$ cat src/rtl/gray_codec_pipe.sv
// gray_codec_pipe
//   Two-stage elastic pipeline converting code words between Gray and
//   binary, one word per cycle. For Gray input words it also flags any word
//   that is not exactly one bit away from the previous Gray word.
//
// Ports
//   clk, rst        clock; asynchronous active-high reset
//   in_valid        upstream word present
//   in_ready        block accepts a word this cycle (combinational)
//   in_data         code word to convert (WIDTH bits)
//   in_mode         0 = Gray->binary, 1 = binary->Gray
//   seq_clr         synchronous clear of the Gray-sequence history
//   out_valid       result present
//   out_ready       downstream takes the result this cycle
//   out_data        converted word
//   out_mode        in_mode of the word that produced out_data
//   out_seq_err     Gray adjacency violation for the word in out_data
module gray_codec_pipe #(
    parameter int WIDTH = 8
) (
    input  logic             clk,
    input  logic             rst,
    input  logic             in_valid,
    output logic             in_ready,
    input  logic [WIDTH-1:0] in_data,
    input  logic             in_mode,
    input  logic             seq_clr,
    output logic             out_valid,
    input  logic             out_ready,
    output logic [WIDTH-1:0] out_data,
    output logic             out_mode,
    output logic             out_seq_err
);

    // S1: captured word plus its sequence flag
    logic             r_s1_vld;
    logic [WIDTH-1:0] r_s1_data;
    logic             r_s1_mode;
    logic             r_s1_err;

    // S2: converted result
    logic             r_s2_vld;
    logic [WIDTH-1:0] r_s2_data;
    logic             r_s2_mode;
    logic             r_s2_err;

    // Gray-sequence history
    logic [WIDTH-1:0] r_hist_word;
    logic             r_hist_vld;

    logic             w_xfer_in;
    logic             w_s2_load;
    logic [WIDTH-1:0] w_diff;
    logic             w_dist_one;
    logic             w_hist_live;
    logic             w_seq_err;
    logic [WIDTH-1:0] w_g2b;
    logic [WIDTH-1:0] w_b2g;
    logic [WIDTH-1:0] w_conv;

    // Accept whenever the pipe can make room: either stage empty, or the
    // downstream drains S2 this cycle so S1 moves up.
    assign in_ready  = ~r_s1_vld | ~r_s2_vld | out_ready;
    assign w_xfer_in = in_valid & in_ready;
    assign w_s2_load = r_s1_vld & (~r_s2_vld | out_ready);

    // Hamming distance of exactly one == diff is a non-zero power of two.
    assign w_diff      = in_data ^ r_hist_word;
    assign w_dist_one  = (w_diff != '0) &&
                         ((w_diff & (w_diff - {{(WIDTH-1){1'b0}}, 1'b1})) == '0);
    // A clear in the same cycle makes this word the first of a new sequence.
    assign w_hist_live = r_hist_vld & ~seq_clr;
    assign w_seq_err   = ~in_mode & w_hist_live & ~w_dist_one;

    // Gray->binary is a running XOR from the MSB down.
    always_comb begin
        w_g2b = '0;
        w_g2b[WIDTH-1] = r_s1_data[WIDTH-1];
        for (int i = WIDTH - 2; i >= 0; i--) begin
            w_g2b[i] = w_g2b[i+1] ^ r_s1_data[i];
        end
    end

    assign w_b2g  = r_s1_data ^ (r_s1_data >> 1);
    assign w_conv = r_s1_mode ? w_b2g : w_g2b;

    always_ff @(posedge clk or posedge rst) begin
        if (rst) begin
            r_s1_vld  <= 1'b0;
            r_s1_data <= '0;
            r_s1_mode <= 1'b0;
            r_s1_err  <= 1'b0;
        end else if (w_xfer_in) begin
            r_s1_vld  <= 1'b1;
            r_s1_data <= in_data;
            r_s1_mode <= in_mode;
            r_s1_err  <= w_seq_err;
        end else if (w_s2_load) begin
            r_s1_vld  <= 1'b0;
        end
    end

    always_ff @(posedge clk or posedge rst) begin
        if (rst) begin
            r_s2_vld  <= 1'b0;
            r_s2_data <= '0;
            r_s2_mode <= 1'b0;
            r_s2_err  <= 1'b0;
        end else if (w_s2_load) begin
            r_s2_vld  <= 1'b1;
            r_s2_data <= w_conv;
            r_s2_mode <= r_s1_mode;
            r_s2_err  <= r_s1_err;
        end else if (out_ready) begin
            r_s2_vld  <= 1'b0;
        end
    end

    // Only Gray words advance the history; binary words pass through it.
    always_ff @(posedge clk or posedge rst) begin
        if (rst) begin
            r_hist_word <= '0;
            r_hist_vld  <= 1'b0;
        end else if (w_xfer_in && !in_mode) begin
            r_hist_word <= in_data;
            r_hist_vld  <= 1'b1;
        end else if (seq_clr) begin
            r_hist_vld  <= 1'b0;
        end
    end

    assign out_valid   = r_s2_vld;
    assign out_data    = r_s2_data;
    assign out_mode    = r_s2_mode;
    assign out_seq_err = r_s2_err;

endmodule

$ cat config.mk
export PLATFORM = sky130hd
export DESIGN_NAME = gray_codec_pipe
export DESIGN_NICKNAME = d
export VERILOG_FILES = /design/src/rtl/gray_codec_pipe.sv
export SDC_FILE = /design/constraint.sdc
export NUM_CORES = 1
export LEC_CHECK = 0
export ABC_AREA = 1
export CAP_MARGIN = 10
export CORE_ASPECT_RATIO = 1.2
export CORE_MARGIN = 1
export CORE_UTILIZATION = 55
export DETAILED_ROUTE_END_ITERATION = 8
export PLACE_DENSITY = 0.82
export SYNTH_ARGS = -nofsm -noshare
export SYNTH_HDL_FRONTEND = slang
export SYNTH_SLANG_ARGS = --single-unit
$ cat constraint.sdc
create_clock -name clk -period 4.25 [get_ports clk]
set_clock_uncertainty 0.1 [all_clocks]
set_input_delay 0.85 -clock clk [delete_from_list [all_inputs] [get_ports clk]]
set_output_delay 0.85 -clock clk [all_outputs]
set_load 0.03 [all_outputs]
After elaboration in Yosys (flattened, before gate mapping)

Cells that the tools add are included.

Flip-flop bits (word level): 31
Bits of input ports: 14

Add/sub/neg operators: 1
Mux-type cells: 7
Bitwise gates (word level): 23
Reduce and logical (&&, ||, !) cells: 8

Operators by type and width:

| cell                  | count |
|---|---|
| $and A8 B8 Y8         | 1 |
| $logic_not A8 Y1      | 1 |
| $mux W8               | 1 |
| $reduce_bool A8 Y1    | 1 |
| $sub A8 B1 Y8 const B | 1 |
| $xor A8 B7 Y8         | 1 |
| $xor A8 B8 Y8         | 1 |
| $xor A1 B1 Y1         | 7 |
| $mux W1               | 6 |
| $reduce_bool A2 Y1    | 3 |
| $and A1 B1 Y1         | 5 |
| $not A1 Y1            | 5 |
| $or A1 B1 Y1          | 3 |
| $logic_and A1 B1 Y1   | 2 |
| $logic_not A1 Y1      | 1 |

Longest topological paths before layout

Gate-level depths: netlist (run 1).

Depth after elaboration: 8
Gate-level depth with buffers: 12

Worst setup path before layout (run 1)

No wires, ideal clock.

Path type: input -> output
Start point: in out_ready
End point: out in_ready
Data arrival time: 1348 ps
Setup slack: 1952 ps
Cell stages on the path: 4
Buffers on the path: 0
Path through: inv_1 > nand2_1 > nor2_1 > inv_1

Word-level cells in the longest chain between the ends: 1

Ends and longest elaborated chain:

| item         | RTL line | source |
|---|---|---|
| from (decl)  | 29       | `input logic out_ready,` |
| $or A1 B1 Y1 | 63       | `assign in_ready = ~r_s1_vld \| ~r_s2_vld \| out_ready;` |
| to (decl)    | 24       | `output logic in_ready,` |

No other way between the ends.

Worst setup path after layout (run 1)

Same ends and word-level chain as after synthesis.

==> flow_metrics.env, run 1 <==
export IMPL_die_area_um2=3005
export IMPL_p_per_area_nw_per_um2=449.8
export IMPL_final_hold_violation_count=0
export IMPL_vias=1279
export IMPL_rsz0062_at_grt="no"
export IMPL_grt_pass1_vias=1281
export IMPL_grt_overflow=0
export IMPL_clock_path_buffers=2
export IMPL_synth_xor_area_share_pct=6.852
export IMPL_cp_data_required_time_ns=3.30
export IMPL_drt_initial_drc_count=25
export IMPL_synth_area_um2=1534
export IMPL_layout_drive_gt1_share_pct=9.767
export IMPL_finalSetupTns_ns=0
export IMPL_clk_pin_slew_ns=0.09
export IMPL_endpoint_kind="output pin"
export IMPL_die_h_um=59.85
export IMPL_track_usage_pct=24.23
export IMPL_drc=0
export IMPL_synth_top_family_by_area="simple AND/OR/NAND/NOR gates"
export IMPL_setup_viol=0
export IMPL_fin_crit_ns=3.210
export IMPL_final_nets=228
export IMPL_cts_buffers=5
export IMPL_gp_congestion=0.8361
export IMPL_grt_first_pass_wirelength_mm=5.230
export IMPL_core_area_um2=2577
export IMPL_cts_root_buf="clkbuf_4"
export IMPL_cts_sinks=31
export IMPL_num_rows=20
export IMPL_status="completed"
export IMPL_dpl_hpwl_mm=2.179
export IMPL_maxCapViolations=0
export IMPL_clock_latency_ns=0.33
export IMPL_dr_pass1_iters=4
export IMPL_antenna_found_initial=0
export IMPL_boundaryPins=26
export IMPL_viasPerCell=5.157
export IMPL_top_usage_layer="met2"
export IMPL_synth_simple_area_share_pct=27.00
export IMPL_synthMuxAreaShare_pct=0
export IMPL_ys_types=22
export IMPL_postCtsHoldBufs=0
export IMPL_stdcell_area_um2=1891
export IMPL_synthToLayoutAreaGrowth_pct=23.25
export IMPL_fin_crit_sh_pct=75.53
export IMPL_place_area_um2=1813
export IMPL_multi_input_area_um2=669.4
export IMPL_p_total_w=0.0008504
export IMPL_met3_usage_pct=6.107
export IMPL_power_leakage_nw=0.8947
export IMPL_n_antenna_cell=0
export IMPL_fill_cells=200
export IMPL_cp_arrival_ns=2.26
export IMPL_crit_type="in -> out"
export IMPL_yosysWarnings=0
export IMPL_gr_usage_met1_pct=25.21
export IMPL_cts_repair_resized=0
export IMPL_wirelength_mm=2.925
export IMPL_grt_util_met2_pct=43.81
export IMPL_path_max_fanout=3
export IMPL_ff_latch_area_um2=775.7
export IMPL_yosysSeqAreaShare_pct=50.57
export IMPL_cts_tree="done"
export IMPL_avgSynthCellArea_um2=8.337
export IMPL_die_x_um=50.21
export IMPL_wl_per_cell_um=11.79
export IMPL_grt_max_degree=32
export IMPL_synth_compound_area_share_pct=9.788
export IMPL_peakVddDrop_uv=263.8
export IMPL_postCtsSetupRepairBufs=0
export IMPL_synth_cells=184
export IMPL_worst_slew_pin_slew_ns=0.4543
export IMPL_hp_class="reg -> reg"
export IMPL_drtAntennaViolNets=0
export IMPL_numPortBuffers=25
export IMPL_synth_fp_nets=198
export IMPL_initial_core_util_pct=59.51
export IMPL_cp_start_kind="input pin"
export IMPL_slew_viol_final=0
export IMPL_synthAdderAreaFrac_pct=0
export IMPL_max_freq_ghz=0.3115
export IMPL_ys_seq_elements=31
export IMPL_slew_headroom_pct=69.68
export IMPL_h_tree_depth=2
[synthesized netlist by cell type]
library cell | count | area (µm²)
dfrtp_1 | 31 | 775.7
nand3_2 | 3 | 30.03
nand3_4 | 1 | 17.52
o21ai_0 | 13 | 65.06
and2_1 | 2 | 12.51
inv_6 | 1 | 8.760
nor2_1 | 11 | 41.29
nand3_1 | 8 | 40.04
a21oi_1 | 2 | 10.01
inv_1 | 14 | 52.55
clkbuf_1 | 2 | 7.510
nor2_4 | 2 | 22.52
nand2_2 | 3 | 18.77
xor2_1 | 4 | 35.03
inv_2 | 4 | 15.01
xnor2_1 | 8 | 70.07
o21ai_1 | 10 | 50.05
a31oi_1 | 4 | 25.02
nand2_1 | 57 | 214.0
nand4_1 | 2 | 12.51
nor3_1 | 1 | 5.000
buf_2 | 1 | 5.000
[path summary, 6_finish.rpt]
path / startpoint / to / slack [ns] / cells past startpoint
max in group asynchronous: rst / out_data[7] / 2.87 / 3
hold / removal: out_data[0] / out_data[0] / 0.39 / 2
hold reg to reg: out_data[0] / out_data[0] / 0.39 / 2
min in group asynchronous: rst / r_hist_word[5] / 0.73 / 2
setup reg to reg: out_valid / r_hist_word[3] / 2.62 / 8
setup / recovery: out_ready / in_ready / 1.04 / 6
[registers in the layout, summed over array words and instances (netlist names)]
register and flops:
r_hist_vld 1, r_s1_vld 1, out_seq_err 1, out_mode 1, out_valid 1, r_s1_err 1
r_hist_word 8, r_s1_data 8, out_data 8, r_s1_mode 1
[power by group]
part / leakage, nW / internal [W] / switching, W
clock network: 0.0293 / 0.0000644 / 0.0000983
registers: 0.376 / 0.000347 / 0.0000370
logic: 0.489 / 0.000126 / 0.000178
total: 0.895 / 0.000537 / 0.000313
[metal layers]
| layer | wire, µm | vias to the layer above | part of all wire (%) |
|---|---|---|---|
| met5 | 0 | - | 0 |
| met4 | 47 | 0 | 1.6 |
| met3 | 103 | 4 | 3.5 |
| met2 | 1625 | 31 | 56 |
| met1 | 1149 | 596 | 39 |
| li1 | - | 648 | - |
[worst max-delay path: stages]
cell,delay [ns]
clkdlybuf4s50_1,0.40
inv_1,0.05
nand2_1,0.07
nor2_1,0.21
inv_1,0.09
clkdlybuf4s50_1,0.60
[cell families after synthesis]
| group | after synthesis |
|---|---|
| AO/OA/AOI/OAI | 29 |
| XOR/XNOR | 12 |
| buffers and inverters | 22 |
| flip-flops | 31 |
| AND/OR/NAND/NOR | 90 |
[per-stage QoR]
stage | hold slack (ns) | instances | worst slack [ns] | util (%)
after floorplan | 0.3422 | 184 | 1.952 | -
after global placement | 0.3510 | 239 | 1.052 | 70.34
after detailed placement | 0.3669 | 239 | 1.041 | 70.34
after CTS | 0.3917 | 247 | 1.031 | 72.28
after global routing | 0.4208 | 248 | 0.8940 | 73.35
final | 0.3881 | 248 | 1.040 | 73.35
[area by class of cell]
| class | count | area share, % |
|---|---|---|
| tap | 33 | 2.184 |
| clock inverter | 1 | 0.2647 |
| clock buffer | 7 | 2.383 |
| multi-input combinational | 131 | 35.41 |
| timing repair buffer | 26 | 14.69 |
| inverter | 19 | 4.037 |
| sequential | 31 | 41.03 |
[placed cells by master (no fill, tap or decap)]
cell              n
clkdlybuf4s50_1  25
nand3_1           8
o21ai_1          10
nor2_4            2
inv_6             1
buf_16            1
inv_1            14
nand3_4           1
o21ai_0          13
xor2_1            4
nand4_1           2
nand2_2           3
xnor2_1           8
clkbuf_4          5
nand3_2           3
nor2_1           11
clkinv_2          1
nor3_1            1
a21oi_1           2
inv_2             4
nand2_1          57
and2_1            2
clkbuf_1          2
a31oi_1           4
dfrtp_1          31
Note: power is estimated with default switching activity, not from simulation.
==> run 2, diff against run 1 <==
--- a/config.mk
+++ b/config.mk
@@ -9,9 +9,9 @@
 export CAP_MARGIN = 10
 export CORE_ASPECT_RATIO = 1.2
 export CORE_MARGIN = 1
-export CORE_UTILIZATION = 55
+export CORE_UTILIZATION = 47
 export DETAILED_ROUTE_END_ITERATION = 8
-export PLACE_DENSITY = 0.82
+export PLACE_DENSITY = 0.75
 export SYNTH_ARGS = -nofsm -noshare
 export SYNTH_HDL_FRONTEND = slang
 export SYNTH_SLANG_ARGS = --single-unit
==> constraint.sdc (replaced) <==
create_clock -name clk -period 2.7 [get_ports clk]
set_clock_uncertainty 0.1 [all_clocks]
set_input_delay 0.54 -clock clk [delete_from_list [all_inputs] [get_ports clk]]
set_output_delay 0.54 -clock clk [all_outputs]
set_load 0.03 [all_outputs]
==> flow_metrics.env, run 2 (synthesized netlist as in run 1, its figures left out) <==
export IMPL_final_hold_violation_count=0
export IMPL_p_per_area_nw_per_um2=733.1
export IMPL_final_nets=229
export IMPL_r2r_start="r_s1_data[4]"
export IMPL_crit_type="in -> out"
export IMPL_synthToLayoutAreaGrowth_pct=23.90
export IMPL_fin_crit_ns=2.595
export IMPL_endpoint_kind="output pin"
export IMPL_swShare_pct=35.70
export IMPL_maxCapViolations=0
export IMPL_grt_pass1_vias=1209
export IMPL_wirelength_mm=2.902
export IMPL_track_usage_pct=20.86
export IMPL_combPwrFrac_pct=34.0
export IMPL_max_freq_ghz=0.3854
export IMPL_worstReg2RegEnd="out_data[1]"
export IMPL_dpl_hpwl_mm=2.146
export IMPL_slew_headroom_pct=73.59
export IMPL_stdcell_area_um2=1901
export IMPL_core_area_um2=3083
export IMPL_numPortBuffers=25
export IMPL_slew_viol_final=0
export IMPL_grt_overflow=0
export IMPL_slowest_stage="clkdlybuf4s50_1"
export IMPL_fin_crit_sh_pct=96.10
export IMPL_cp_data_required_time_ns=2.06
export IMPL_initial_core_util_pct=49.76
export IMPL_clock_latency_ns=0.34
export IMPL_viasPerCell=5.135
export IMPL_finalSetupTns_ns=0
export IMPL_postCtsSetupRepairBufs=0
export IMPL_die_x_um=54.15
export IMPL_rsz0062_at_grt="no"
export IMPL_path_max_fanout=3
export IMPL_crit_chain="clkdlybuf4s50_1, inv_1, nand2_1, nor2_1, inv_1, clkdlybuf4s50_1"
export IMPL_p_clk_share_pct=22.5
export IMPL_place_area_um2=1832
export IMPL_wl_per_cell_um=11.52
export IMPL_ff_latch_area_um2=775.7
export IMPL_postCtsHoldBufs=0
export IMPL_drc=0
export IMPL_die_h_um=64.58
export IMPL_status="completed"
export IMPL_n_antenna_cell=0
export IMPL_r2r_slack_ns=1.12
export IMPL_power_leakage_nw=0.9011
export IMPL_die_area_um2=3497
export IMPL_grt_first_pass_wirelength_mm=5.202
export IMPL_switchingPower_w=0.0004974
export IMPL_crit_path_start="out_ready"
export IMPL_gp_congestion=0.8063
export IMPL_cp_arrival_ns=1.95
export IMPL_cp_depth=6
export IMPL_path_buf_inv=4
export IMPL_cts_buffers=5
export IMPL_critPathTopFamily="buffers and inverters"
export IMPL_boundaryPins=26
export IMPL_antenna_found_initial=0
export IMPL_layout_drive_gt1_share_pct=10.65
export IMPL_cts_repair_resized=0
export IMPL_final_cell_mix="57 x nand2_1, 31 x dfrtp_1, 25 x clkdlybuf4s50_1"
export IMPL_multi_input_area_um2=669.4
export IMPL_drt_initial_drc_count=34
export IMPL_grt_max_degree=32
export IMPL_cts_tree="done"
export IMPL_p_seq_share_pct=43.5
export IMPL_vias=1294
export IMPL_fill_cells=290
export IMPL_cts_root_buf="clkbuf_4"
export IMPL_drtAntennaViolNets=0
export IMPL_cp_slowest_stage_delay_ns=0.59
export IMPL_reg2reg_depth=8
export IMPL_hp_class="reg -> reg"
export IMPL_cp_start_kind="input pin"
export IMPL_crit_path_end="in_ready"
export IMPL_num_rows=22
export IMPL_worst_slew_pin_slew_ns=0.3952
export IMPL_clk_pin_slew_ns=0.09
export IMPL_setup_viol=0
export IMPL_clock_path_buffers=2
export IMPL_dr_pass1_iters=4
export IMPL_peakVddDrop_uv=470.7
export IMPL_internal_power_w=0.0008958
export IMPL_cts_sinks=31
export IMPL_mostFrequentLayoutCell="nand2_1"
export IMPL_h_tree_depth=2
[run 2: changes by cell type in the layout (fill, tap and decap cells not counted)]
cell | previous run | this run
buf_4 | 0 | 2
clkbuf_8 | 0 | 2
buf_16 | 1 | 0
clkbuf_1 | 2 | 1
clkinv_2 | 1 | 0
[run 2: how the worst min path moves through the flow]
stage,start,endpoint,depth (start not counted)
floorplan,r_s1_err,out_seq_err,2
global placement,r_s1_vld,out_valid,2
detailed placement,r_s1_vld,out_valid,2
CTS,r_s1_vld,out_valid,2
global route,out_seq_err,out_seq_err,2
finish,out_seq_err,out_seq_err,2
[run 2: power groups by stage]
| stage | Combinational [W] | Clock, W | Sequential, W |
|---|---|---|---|
| after floorplan | 0.000240 | 0 | 0.000689 |
| after global placement | 0.000464 | 0 | 0.000609 |
| after detailed placement | 0.000475 | 0 | 0.000617 |
| after CTS | 0.000477 | 0.000323 | 0.000608 |
| after global routing | 0.000535 | 0.000344 | 0.000617 |
| final | 0.000474 | 0.000313 | 0.000607 |
[run 2: routing by layer]
layer	share of wire [%]	vias to the layer above	global-route usage (%)	wire (µm)
met5	0	-	0	0
met4	2.1	0	9.615	60
met3	4.6	6	7.042	133
met2	51	30	34.76	1472
met1	43	604	22.97	1235
li1	-	654	-	-
[run 2: layout make-up]
class	instances	area share, %
inverter	19	4.016
multi-input combinational	131	35.22
clock buffer	8	3.621
tap	36	2.370
timing repair buffer	27	13.96
sequential	31	40.82
[run 2: worst min-delay path, cell delays in order, from the launching register on]
cell and delay (ns):
dfrtp_1 0.36, nand2_1 0.05, nand2_1 0.05
[run 2: metrics by stage]
stage,hold slack [ns],std cells,setup slack [ns],utilization [%],power [W]
after floorplan,0.3422,184,1.022,-,0.0009288
after CTS,0.3900,252,0.09676,61.65,0.001408
after detailed placement,0.3642,244,0.1059,59.42,0.001093
after global placement,0.3519,244,0.1146,59.42,0.001073
final,0.3898,252,0.1052,61.65,0.001393
after global routing,0.4090,252,0.006090,61.65,0.001496
